==> config.mk <==
export PLATFORM = sky130hd
export DESIGN_NAME = hazard_ctrl
export DESIGN_NICKNAME = d
export VERILOG_FILES = /design/src/rtl/hazard_pkg.sv /design/src/rtl/hazard_ctrl_md_busy_counter.sv /design/src/rtl/hazard_ctrl.sv
export SDC_FILE = /design/constraint.sdc
export NUM_CORES = 1
export LEC_CHECK = 0
export CAP_MARGIN = 20
export CORE_MARGIN = 8
export CORE_UTILIZATION = 25
export CTS_CLUSTER_DIAMETER = 200
export DETAILED_ROUTE_END_ITERATION = 7
export PLACE_DENSITY = 0.51
export SLEW_MARGIN = 30
export SYNTH_ARGS = -nofsm -noshare
export SYNTH_HDL_FRONTEND = slang
export SYNTH_SLANG_ARGS = --single-unit
==> constraint.sdc <==
create_clock -name clk -period 5.1 [get_ports clk]
set_input_delay 1.02 -clock clk [delete_from_list [all_inputs] [get_ports clk]]
set_output_delay 1.02 -clock clk [all_outputs]
set_load 0.05 [all_outputs]
==> src/rtl/hazard_pkg.sv <==
// Shared defaults and the response encoding for the pipeline hazard controller.
package hazard_pkg;
  localparam int REG_W_DEF     = 5;
  localparam int MD_CYCLES_DEF = 32;
  localparam int STAT_W_DEF    = 16;

  // Active hazard response for the current cycle, highest priority last.
  typedef enum logic [2:0] {
    RSP_NONE,
    RSP_LOADUSE,
    RSP_HILO,
    RSP_FLUSH,
    RSP_FREEZE
  } resp_e;
endpackage

==> src/rtl/hazard_ctrl_md_busy_counter.sv <==
// Mult/div occupancy counter: loads MD_CYCLES-1 on an accepted start, then counts down to idle.
module md_busy_counter #(
  parameter int MD_CYCLES = 32,
  parameter int CNT_W     = $clog2(MD_CYCLES)
) (
  input  logic             clk,
  input  logic             rst,
  input  logic             start,
  output logic [CNT_W-1:0] count,
  output logic             busy
);
  assign busy = (count != '0);

  // A start while busy is illegal upstream; it is dropped so the running op keeps its slot.
  always_ff @(posedge clk) begin
    if (rst)
      count <= '0;
    else if (start && !busy)
      count <= CNT_W'(MD_CYCLES - 1);
    else if (busy)
      count <= count - CNT_W'(1);
  end
endmodule

==> src/rtl/hazard_ctrl.sv <==
// Hazard controller for the 5-stage pipeline: stall, flush and freeze controls plus stall statistic.
module hazard_ctrl
  import hazard_pkg::*;
#(
  parameter int REG_W     = REG_W_DEF,
  parameter int MD_CYCLES = MD_CYCLES_DEF,
  parameter int STAT_W    = STAT_W_DEF
) (
  input  logic              clk,
  input  logic              rst,
  input  logic [REG_W-1:0]  ID_Rs,
  input  logic [REG_W-1:0]  ID_Rt,
  input  logic              ID_UseRs,
  input  logic              ID_UseRt,
  input  logic              ID_UseHiLo,
  input  logic [REG_W-1:0]  EX_Rd,
  input  logic              EX_WriteReg,
  input  logic              EX_MemToReg,
  input  logic              EX_MDStart,
  input  logic              Branch_Taken,
  input  logic              Mem_Wait,
  output logic              PC_En,
  output logic              IFID_En,
  output logic              IFID_Clr,
  output logic              IDEX_En,
  output logic              IDEX_Clr,
  output logic              EXMEM_En,
  output logic              EXMEM_Clr,
  output logic              MEMWB_En,
  output logic              MEMWB_Clr,
  output logic              MD_Busy,
  output logic [STAT_W-1:0] Stall_Cnt
);
  localparam int CNT_W = $clog2(MD_CYCLES);

  logic [CNT_W-1:0] md_count;
  logic             load_use, hilo_stall;
  resp_e            resp;

  // A frozen EX cannot launch, so the start only counts when memory is ready.
  md_busy_counter #(.MD_CYCLES(MD_CYCLES), .CNT_W(CNT_W)) u_md (
    .clk   (clk),
    .rst   (rst),
    .start (EX_MDStart & ~Mem_Wait),
    .count (md_count),
    .busy  (MD_Busy)
  );

  assign load_use = EX_MemToReg & EX_WriteReg & (EX_Rd != '0) &
                    ((ID_UseRs & (ID_Rs == EX_Rd)) | (ID_UseRt & (ID_Rt == EX_Rd)));
  assign hilo_stall = ID_UseHiLo & (md_count != '0);

  always_comb begin
    resp = RSP_NONE;
    if (Mem_Wait)          resp = RSP_FREEZE;
    else if (Branch_Taken) resp = RSP_FLUSH;
    else if (hilo_stall)   resp = RSP_HILO;
    else if (load_use)     resp = RSP_LOADUSE;
  end

  always_comb begin
    PC_En = 1'b1; IFID_En = 1'b1; IFID_Clr = 1'b0; IDEX_En = 1'b1; IDEX_Clr = 1'b0;
    EXMEM_En = 1'b1; EXMEM_Clr = 1'b0; MEMWB_En = 1'b1; MEMWB_Clr = 1'b0;
    case (resp)
      RSP_FREEZE: begin
        PC_En = 1'b0; IFID_En = 1'b0; IDEX_En = 1'b0; EXMEM_En = 1'b0; MEMWB_Clr = 1'b1;
      end
      RSP_FLUSH: begin
        IFID_Clr = 1'b1; IDEX_Clr = 1'b1;
      end
      RSP_HILO, RSP_LOADUSE: begin
        PC_En = 1'b0; IFID_En = 1'b0; IDEX_Clr = 1'b1;
      end
      default: ;
    endcase
    // Reset holds every stage empty regardless of hazard inputs.
    if (rst) begin
      PC_En = 1'b0; IFID_En = 1'b0; IDEX_En = 1'b0; EXMEM_En = 1'b0; MEMWB_En = 1'b0;
      IFID_Clr = 1'b1; IDEX_Clr = 1'b1; EXMEM_Clr = 1'b1; MEMWB_Clr = 1'b1;
    end
  end

  always_ff @(posedge clk) begin
    if (rst)
      Stall_Cnt <= '0;
    else if (!PC_En && (Stall_Cnt != '1))
      Stall_Cnt <= Stall_Cnt + STAT_W'(1);
  end
endmodule

Word level (Yosys, flattened, before mapping)
Index checks and enable logic that the tools add are counted.

word-level totals
  register bits after elaboration = 21
  bits in latches = 0
  bits in writable memories = 0
  ROM bits = 0
  input port bits = 25
  output and inout bits = 26
  logic and storage cells = 47
  memories = 0

cells by class
  add/sub/neg operators = 2
  $mul = 0
  div/mod/pow operators = 0
  magnitude comparators = 0
  eq/ne operators = 7
  shifts and indexed selects = 0
  muxes and demuxes = 18
  bitwise operators = 9
  reduce and logical (&&, ||, !) cells = 9

operator list
  cell                                                  number
  adder 16 x 1 -> 16 bit (second input constant)        1
  != test 16 bit (second input constant)                1
  two-way mux 1 bit                                     13
  equality test 5 bit                                   2
  two-way mux 5 bit                                     2
  nonzero test 5 bit                                    2
  AND 1 bit                                             7
  equality test 3 x 2 -> 1 bit (second input constant)  2
  OR reduction 3 bit                                    2
  subtractor 5 x 1 -> 5 bit (second input constant)     1
  two-way mux 2 bit                                     2
  equality test 3 x 1 -> 1 bit (second input constant)  1
  equality test 3 bit (second input constant)           1
  two-way mux 3 bit                                     1
  logical AND 1 bit                                     2
  zero test 1 bit                                       2
  nonzero test 2 bit                                    1
  NOT 1 bit                                             1
  OR 1 bit                                              1

Longest topological paths before layout
Gate-level depths: netlist of the first run.

  depth after elaboration = 14
  gate-level depth with buffers = 10
  gate-level depth less buffers = 9

By module
A second synthesis of the first run with hierarchy kept.

second synthesis, totals
  cell total of the unflattened synthesis = 159
  area total of the unflattened synthesis = 1310.0 um2

by module, submodules not included
  module           instances  cells each  area each (um2)  seq. area each (um2)
  hazard_ctrl      1          131         1068.5           320.3
  md_busy_counter  1          28          241.5            100.1

Least setup slack after synthesis of the first run
OpenSTA, ideal clock, no wires.

  path type = input-to-output
  from = in EX_Rd[3]
  to = out IDEX_Clr
  data arrival time = 2.915 ns
  required time = 4.080 ns
  setup slack = 1.165 ns
  stages on the path = 6
  path buffers = 0
  cell sequence = xor2_1 -> nor4_2 -> a32oi_1 -> nor2_1 -> a211oi_1 -> o21ai_0

on the way
  cells in the longest elaborated chain, start to end = 12
  elaborated cells between the ends (all ways) = 18
  classes of those cells = eq/ne (5); mux (6); bitwise (5); reduce/logical (2)

ends and longest elaborated chain
  item                                                                                 RTL line           RTL
  start: declaration                                                                   hazard_ctrl.sv:16  input logic [REG_W-1:0] EX_Rd,
  equality test 5 bit                                                                  hazard_ctrl.sv:50  ((ID_UseRs & (ID_Rs == EX_Rd)) | (ID_UseRt & (ID_Rt == EX_Rd)));
  AND 1 bit                                                                            hazard_ctrl.sv:50
  OR 1 bit                                                                             hazard_ctrl.sv:50
  AND 1 bit *                                                                          hazard_ctrl.sv:49  assign load_use = EX_MemToReg & EX_WriteReg & (EX_Rd != '0) &
  two-way mux 1 bit *                                                                  hazard_ctrl.sv:58  else if (load_use) resp = RSP_LOADUSE;
  two-way mux 2 bit *                                                                  hazard_ctrl.sv:57  else if (hilo_stall) resp = RSP_HILO;
  two-way mux 2 bit *                                                                  hazard_ctrl.sv:56  else if (Branch_Taken) resp = RSP_FLUSH;
  two-way mux 3 bit *                                                                  hazard_ctrl.sv:55  if (Mem_Wait) resp = RSP_FREEZE;
  equality test 3 x 2 -> 1 bit / equality test 3 x 1 -> 1 bit (equally long branches)  hazard_ctrl.sv:64  case (resp)
  OR reduction 3 bit (no line) *                                                       -
  two-way mux 1 bit *                                                                  hazard_ctrl.sv:64
  two-way mux 1 bit *                                                                  hazard_ctrl.sv:77  if (rst) begin
  end: declaration                                                                     hazard_ctrl.sv:26  output logic IDEX_Clr,

Every way passes the cells marked *; elsewhere a longest branch is shown, timed or not.

Worst setup path in the final report of the first run
  from = in EX_Rd[1]
  to = out IFID_En

on the way
  cells in the longest elaborated chain, start to end = 12
  elaborated cells between the ends (all ways) = 18
  classes of those cells = eq/ne (5); mux (6); bitwise (5); reduce/logical (2)

ends and longest elaborated chain
  item                                         RTL line           RTL
  equality test 5 bit                          hazard_ctrl.sv:50
  AND 1 bit                                    hazard_ctrl.sv:50
  OR 1 bit                                     hazard_ctrl.sv:50
  AND 1 bit *                                  hazard_ctrl.sv:49
  two-way mux 1 bit *                          hazard_ctrl.sv:58
  two-way mux 2 bit *                          hazard_ctrl.sv:57
  two-way mux 2 bit *                          hazard_ctrl.sv:56
  two-way mux 3 bit *                          hazard_ctrl.sv:55
  equality test 3 bit (tied with other cells)  hazard_ctrl.sv:64
  OR reduction 3 bit (no line) *               -
  two-way mux 1 bit *                          hazard_ctrl.sv:64
  two-way mux 1 bit *                          hazard_ctrl.sv:77
  end: declaration                             hazard_ctrl.sv:23  output logic IFID_En,

Marks and branches as above.

==> flow_summary.ini, run 1 <==
[sta]
report.final.slew_viol_count = 0
slew_headroom = 0.585
clock_skew_ns = 0.00260
post-route-period-util = 0.905
tightest_slew_ns = 0.623
setup_viol = 0
rsz0062_at_grt = no
hold_viol_final = 0
fin_setup_tns_ns = 0
holdWs_ns = 0.497
min_period_ns = 4.62
timing.fmax_ghz = 0.217

[detailed_routing]
firstDrtPassIters = 4
wl_mm = 3.79
drcViolationCount = 0
viasPerCell = 4.63
drt_first_iter_violations = 89
ant_nets = 0
avgRoutedWirePerCell_um = 13.3
via_count = 1320

[worst_setup_path]
path_cells = clkdlybuf4s50_1 > or4_1 > o211ai_1 > or2b_2 > o211ai_4 > inv_4 > clkdlybuf4s50_1
cp_top_family = buffers and inverters
max_stage_delay_ns = 0.83
endpoint_kind = output pin
crit_type = input port to output pin
cp.arrival_ns = 3.60
worst_path_most_repeated_cell = clkdlybuf4s50_1
cp-start-kind = input port
cp_slowest_cell = clkdlybuf4s50_1
crit_buf_inv = 3
critPathRequiredTime_ns = 4.08
cp_max_fo = 16

[clock_network]
post_cts_buffers = 0
cts_buffer_depth = 2
cts-hold-fix-buffers = 0
cts_tree = done
cts_sinks = 21
post_cts_resized = 0
cts_buffers = 3
clkSlewWorstSetupHoldPaths_ns = 0.08
h-tree-depth = 1
cts_root_buffer = clkbuf_8
clk_latency_ns = 0.26

[yosys]
yosys_warnings = 0
synth_compound_area_frac = 0.173
synth_xor_xnor_area_share = 0.0701
synthDistinctLibCells = 46
syn_inst = 167
synth_area_leader_cell = dfxtp_1
synth_seq_cells = 21
synthTopCellsByArea = dfxtp_1 (31%), xor2_1 (5.1%), mux2_2 (4.9%)
syn-cell-area_mm2 = 0.00138
ys_async_sr_fraction = 0
muxShareOfSynthArea = 0.0573
syn_nets = 195
synth_edf_count = 0
synthAdderAreaFrac = 0.0273
synth_top_area_share = 0.306
synth.top_cells.by_count = dfxtp_1 (21), nor2_1 (16), inv_1 (13)
synth_top_family_by_area = simple AND/OR/NAND/NOR gates
yosysMostFrequentCell = dfxtp_1
synthFlopType = dfxtp_1
seq_area_frac_synth = 0.306
synthSimpleGateAreaFrac = 0.287
syn_area_per_cell_um2 = 8.23

[power_and_ir_drop]
power_mw = 0.529
power_density_mw_per_mm2 = 269
ir_drop_mv = 0.122
p_leak_nw = 0.659

[finish]
fin_cells = 285
regArea_um2 = 420
diodes = 0
multi_input_area_um2 = 845
fill_cells = 565
area_growth_pct = 42.8
drive_above_1_share = 0.0939
design_area_mm2 = 0.00196
nets = 242

[grt]
gr-total-overflow = 0
grt_pass1_wl_mm = 6.58
track_usage = 0.0964
antenna_found_initial = 0
grt_pass1_vias = 1403
grt_start_max_net_pins = 30

[die]
die_h_um = 90.2
die_width_um = 90.2
boundaryPins = 51
die-area_mm2 = 0.00813
start_util = 0.254
core_mm2 = 0.00541
rows = 27

[hold_path]
hold_class = register to register

[run_status]
status = finished clean

[placed_design]
portBuffers = 50
dp_cells = 281
gp_congestion = 0.804
post_dp_cell_area_mm2 = 0.00192
dpl.hpwl_mm = 3.02

[flow_run]
cap_violations = 0
## flip-flops by register name, summed over array words and instances (netlist names)
| register | count |
|---|---|
| u_md.count | 5 |
| Stall_Cnt | 16 |
## placed cells by master (no fill, tap or decap), types with 3 or more instances in the layout
cell / count
a211oi_1: 4
or4_1: 4
nor3_1: 6
dfxtp_1: 21
inv_1: 13
mux2_2: 6
o2111ai_1: 3
xnor2_1: 3
ha_1: 3
a21oi_1: 11
o31ai_1: 3
clkdlybuf4s50_1: 50
nor2b_1: 7
o21ai_0: 4
nor2_1: 16
nand2_1: 7
nor4_1: 4
xor2_1: 8
nand3_1: 8
clkbuf_8: 3
## path summary, 6_finish.rpt
check | startpoint | endpoint | slack [ns] | cells past startpoint
worst max-delay path | EX_Rd[1] | IFID_En | 0.48 | 7
worst min-delay path | Stall_Cnt[13] | Stall_Cnt[13] | 0.50 | 2
worst max register to register | Stall_Cnt[0] | Stall_Cnt[7] | 2.31 | 7
worst min register to register | Stall_Cnt[13] | Stall_Cnt[13] | 0.50 | 2
## cells by family (layout without fill, tap and decap cells)
family                   Yosys count  count (layout)
AND/OR/NAND/NOR                   69              69
AO/OA/AOI/OAI                     33              33
buffers and inverters             23              69
flip-flops                        21              21
XOR/XNOR                          11              11
multiplexers                       7               7
adder cells (fa/ha/maj)            3               3
## area by class of cell
class,count,area share
multi-input combinational,123,0.430
clock buffer,4,0.0229
tap,72,0.0459
inverter,14,0.0280
timing repair buffer,51,0.259
sequential,21,0.214
## worst register-to-register path, stage by stage, from the launching register on
cell and delay [ns]:
dfxtp_1 0.39, ha_1 0.19, nand3_1 0.16, nor4_1 0.51
and3_1 0.65, inv_1 0.27, nand4_1 0.19, mux2_2 0.34
## power by group
| group | internal, mW | leakage [nW] | switching (mW) | total, mW |
|---|---|---|---|---|
| combinational | 0.0910 | 0.466 | 0.124 | 0.215 |
| clock | 0.0556 | 0.0228 | 0.0544 | 0.110 |
| sequential | 0.185 | 0.171 | 0.0188 | 0.204 |
| total | 0.331 | 0.659 | 0.197 | 0.529 |
## routing by layer
layer,track usage,vias up,routed length [um]
li1,-,690,-
met1,0.120,589,1870
met2,0.150,39,1610
met3,0.0391,2,280
met4,0.0250,0,21
met5,0,-,0
## per-stage QoR
stage / setup slack [ns] / utilization
2_1_floorplan: 1.17 / -
3_3_place_gp: 0.485 / 0.355
3_5_place_dp: 0.466 / 0.355
4_1_cts: 0.469 / 0.363
5_1_grt: 0.349 / 0.363
6_report: 0.484 / 0.363
(Power assumes the default switching activity.)
==> run 2, diff against run 1 <==
--- a/config.mk
+++ b/config.mk
@@ -6,8 +6,7 @@
 export NUM_CORES = 1
 export LEC_CHECK = 0
-export CAP_MARGIN = 20
+export CAP_MARGIN = 0
 export CORE_MARGIN = 8
 export CORE_UTILIZATION = 25
-export CTS_CLUSTER_DIAMETER = 200
 export DETAILED_ROUTE_END_ITERATION = 7
 export PLACE_DENSITY = 0.51
==> constraint.sdc (replaced) <==
create_clock -name clk -period 5.1 [get_ports clk]
set_input_delay 1.02 -clock clk [delete_from_list [all_inputs] [get_ports clk]]
set_output_delay 1.02 -clock clk [all_outputs]
set_load 0.01 [all_outputs]
==> run 2 against run 1 <==
Net effect: sequential share of layout area stayed put; flip-flop and latch count unchanged; wire length grew 0.37%; die area did not move; non-clock buffer count stayed put; critical path depth did not move; combinational power decreased by 18%; sequential power barely moved; global-route usage increased by 0.099 points; fmax grew 6.3%; critical path type unchanged.
==> flow_summary.ini, run 2 (synthesis gave the netlist of run 1 again) <==
[finish]
nets = 242
final_cell_mix = clkdlybuf4s50_1 (50), dfxtp_1 (21), nor2_1 (16)
largest_reg_flops = 16
drive_above_1_share = 0.0939
design_area_mm2 = 0.00196
diodes = 0
regArea_um2 = 420
final_common_cell = clkdlybuf4s50_1
area_growth_pct = 42.8
fill_cells = 565
top_register = Stall_Cnt
finish.utilization = 0.363
reg_top3 = Stall_Cnt x16, u_md.count x5
multi_input_area_um2 = 845

[detailed_routing]
firstDrtPassIters = 4
drt_first_iter_violations = 105
drcViolationCount = 0
wl_mm = 3.80
viasPerCell = 4.73
via_count = 1348
ant_nets = 0
avgRoutedWirePerCell_um = 13.3

[clock_network]
cts_buffers = 3
clkSlewWorstSetupHoldPaths_ns = 0.07
cts_tree = done
cts_buffer_depth = 2
clk_latency_ns = 0.27
post_cts_buffers = 0
h-tree-depth = 1
cts_root_buffer = clkbuf_8
cts_sinks = 21
cts-hold-fix-buffers = 0
post_cts_resized = 0

[grt]
grt_pass1_wl_mm = 6.64
grt_start_max_net_pins = 30
antenna_found_initial = 0
gr-total-overflow = 0
track_usage = 0.0974
grt_util_met1 = 0.118
use_met2 = 0.150
busiest_layer = met2
use_met3 = 0.0432
grt_pass1_vias = 1384

[sta]
post-route-period-util = 0.851
hold_viol_final = 0
tightest_slew_ns = 0.589
clock_skew_ns = 0.00572
report.final.slew_viol_count = 0
timing.fmax_ghz = 0.230
fin_setup_tns_ns = 0
min_period_ns = 4.34
rsz0062_at_grt = no
slew_headroom = 0.607
setup_viol = 0

[worst_setup_path]
path_cells = clkdlybuf4s50_1 > or4_1 > o211ai_1 > or2b_2 > o211ai_4 > inv_4 > clkdlybuf4s50_1
endpoint_kind = output pin
cp_top_family = buffers and inverters
cp_slowest_cell = clkdlybuf4s50_1
crit_type = input port to output pin
critPathRequiredTime_ns = 4.08
crit_buf_inv = 3
cp_max_fo = 16
max_stage_delay_ns = 0.56
cp.arrival_ns = 3.32
cp-start-kind = input port
worst_path_most_repeated_cell = clkdlybuf4s50_1

[die]
rows = 27
core_mm2 = 0.00541
start_util = 0.254
boundaryPins = 51
die_h_um = 90.2
die_width_um = 90.2
die-area_mm2 = 0.00813

[placed_design]
dpl.hpwl_mm = 3.01
portBuffers = 50
post_dp_cell_area_mm2 = 0.00192
gp_congestion = 0.805

[power_and_ir_drop]
p_leak_nw = 0.659
ir_drop_mv = 0.132
power_density_mw_per_mm2 = 251

[hold_path]
hold_class = register to register

[run_status]
status = finished clean

[flow_run]
cap_violations = 0
## run 2: layer usage
metal  routed length, um  part of all wire
met2                1660              0.44
met1                1760              0.46
met3                 342             0.090
met4                  36            0.0095
met5                   0                 0
## run 2: power by group
group | internal (mW) | switching (mW)
logic | 0.0914 | 0.0851
clock network | 0.0558 | 0.0569
registers | 0.185 | 0.0185
total | 0.332 | 0.161
## run 2: path summary, 6_finish.rpt
kind,from,to,slack [ns],cells past startpoint
setup / recovery,EX_Rd[1],IFID_En,0.76,7
hold / removal,u_md.count[3],u_md.count[3],0.50,1
setup reg to reg,Stall_Cnt[1],Stall_Cnt[7],2.37,7
hold reg to reg,u_md.count[3],u_md.count[3],0.50,1
## run 2: layout make-up
class | count | share of cell area
multi-input combinational | 123 | 0.430
timing repair buffer | 51 | 0.259
sequential | 21 | 0.214
tap | 72 | 0.0459
inverter | 14 | 0.0280
clock buffer | 4 | 0.0229
## run 2: stage by stage
step           worst slack (ns)  hold WS [ns]  power, mW  cells
6_report                  0.757         0.497      0.493    285
5_1_grt                   0.600         0.525      0.532    285
4_1_cts                   0.732         0.494      0.500    285
3_5_place_dp              0.733         0.477      0.385    281
3_3_place_gp              0.753         0.490      0.386    281
2_1_floorplan              1.71         0.451      0.318    167
==> patch, RTL diff (flow settings as in run 2) <==
Change the package constant `MD_CYCLES_DEF` from 32 to 64.
--- a/src/rtl/hazard_pkg.sv
+++ b/src/rtl/hazard_pkg.sv
@@ -1,7 +1,7 @@
 // Shared defaults and the response encoding for the pipeline hazard controller.
 package hazard_pkg;
   localparam int REG_W_DEF     = 5;
-  localparam int MD_CYCLES_DEF = 32;
+  localparam int MD_CYCLES_DEF = 64;
   localparam int STAT_W_DEF    = 16;
 
   // Active hazard response for the current cycle, highest priority last.
Check against the original RTL: no difference found for any inputs over 10 cycles, from zero or initial values and one cycle with rst high; that may be too few to reach the edited logic, so the function may still have changed.
==> patch against run 2 <==
- worst setup slack got worse by 0.11 ns
- area after synthesis fell by 2.5%
- clock skew is 0.00067 ns lower
- sequential cell count is 1 higher
- first-iteration DRC count is 39% lower
- final area fell by 2.7%
- final cell count down 2.5%
- wire length increased by 0.11%
- power is 5.5% higher
- largest cell class unchanged
- highest routed layer unchanged
==> patch: results (changes against run 2) <==
grt_use_met3: 0.0294  # -0.0138
r2r-end: "Stall_Cnt[5]$_SDFFE_PP0P_"
wl_met3_um: 250  # -27%
ys_types: 42  # -8.7%
ys_seq_area_frac: 0.329  # +0.0229
top_regs: "Stall_Cnt x16, u_md.count x6"
crit_arrival_ns: 3.43  # +0.11 ns
place.gp.congestion: 0.745  # -7.5%
reg2reg_depth: 8  # +1
grt_usage: 0.0990  # +0.00167
wl_met1_um: 1720  # -2.6%
synth_mux_area_frac: 0.0168  # -0.0405
status: "complete, no violations"
synthXorXnorAreaFrac: 0.0784  # +0.00837
synth-adder-area-share: 0.0280  # +0.000714
r2r-start: "u_md.count[0]$_SDFFE_PP0P_"
routed-wl-met2_um: 1800  # +8.2%
dpl_cell_area_um2: 1870  # -2.5%
synthTopCellsByArea: "dfxtp_1, xnor2_1, or4_1, nand2_1, a21oi_1"
rrSetupSlack_ns: 2.82  # +0.45 ns
whs_path_depth: 2  # +1
cp_max_fo: 30  # +14
grt_pass1_vias: 1266  # -8.5%
use_met2: 0.156  # +0.00525
min-delay-start: "Stall_Cnt[10]$_SDFFE_PP0P_"
routedWlPerCell_um: 13.7  # +2.6%
drt_iter0_drc: 64  # -39%
diodes: 0  # unchanged
viasPerCell: 4.79  # +1.2%
syn-num-nets: 192  # -1.5%
grt_first_pass_wirelength_um: 6290  # -5.3%
grt.met1_usage: 0.124  # +0.00592
ir_drop_v: 0.000104  # -21%
holdPathEnd: "Stall_Cnt[10]$_SDFFE_PP0P_"
synth_compound_area_frac: 0.202  # +0.0288
max_stage_delay_ns: 0.62  # +0.06 ns
synthTopCellsByCount: "dfxtp_1, nand2_1, a21oi_1, nor2_1, xnor2_1"
drive_gt1_frac: 0.0481  # -0.0458
yosysWarnings: 0  # unchanged
grt_max_degree: 31  # +3.3%
holdWs_ns: 0.495  # -0.00226 ns
post-dp-hpwl_um: 2900  # -3.5%
nets: 238  # -1.7%
power_leakage_nw: 0.617  # -6.4%
skew_ns: 0.00505  # -0.000671 ns
worstMarginPinSlew_ns: 0.769  # +0.180 ns
p_total_uw: 520  # +5.5%
==> patch: cell types whose count changed after synthesis, moves of 3 or more <==
| cell | run 2 | this run |
|---|---|---|
| o31ai_1 | 3 | 7 |
| nand2_1 | 7 | 15 |
| nor3_1 | 6 | 2 |
| nor2_1 | 16 | 11 |
| nand4_1 | 2 | 6 |
| o21ai_0 | 4 | 1 |
| or3_1 | 1 | 4 |
| xnor2_1 | 3 | 11 |
| or4_1 | 4 | 8 |
| inv_1 | 13 | 8 |
| nor2b_1 | 7 | 3 |
| o2111ai_1 | 3 | 0 |
| xor2_1 | 8 | 1 |
| mux2_2 | 6 | 1 |
==> patch: worst max-delay path by stage <==
stage / start / end / slack, ns / cells after the start
CTS: EX_Rd[0] / IFID_En / 0.63 / 7
global route: EX_Rd[0] / PC_En / 0.50 / 7
global placement: EX_Rd[0] / PC_En / 0.64 / 7
detailed placement: EX_Rd[0] / IFID_En / 0.63 / 7
finish: EX_Rd[0] / PC_En / 0.65 / 7
floorplan: EX_Rd[0] / PC_En / 1.68 / 8
==> patch: power breakdown <==
group,switching [mW],internal [mW]
logic,0.0948,0.0990
registers,0.0226,0.195
clock network,0.0552,0.0526
==> patch: through the flow <==
stage	cells	setup WS (ns)	utilization
floorplan	164	1.68	-
global placement	275	0.644	0.363
detailed placement	275	0.628	0.364
CTS	278	0.631	0.372
global route	278	0.504	0.372
finish	278	0.648	0.372
==> patch: layout make-up <==
| class | instances | area, um^2 |
|---|---|---|
| well taps | 70 | 87.6 |
| clock buffers | 3 | 41.3 |
| flip-flops and latches | 22 | 440 |
| multi-input cells | 123 | 800 |
| repair buffers | 51 | 508 |
| fillers | 554 | 3230 |
| inverters | 9 | 33.8 |
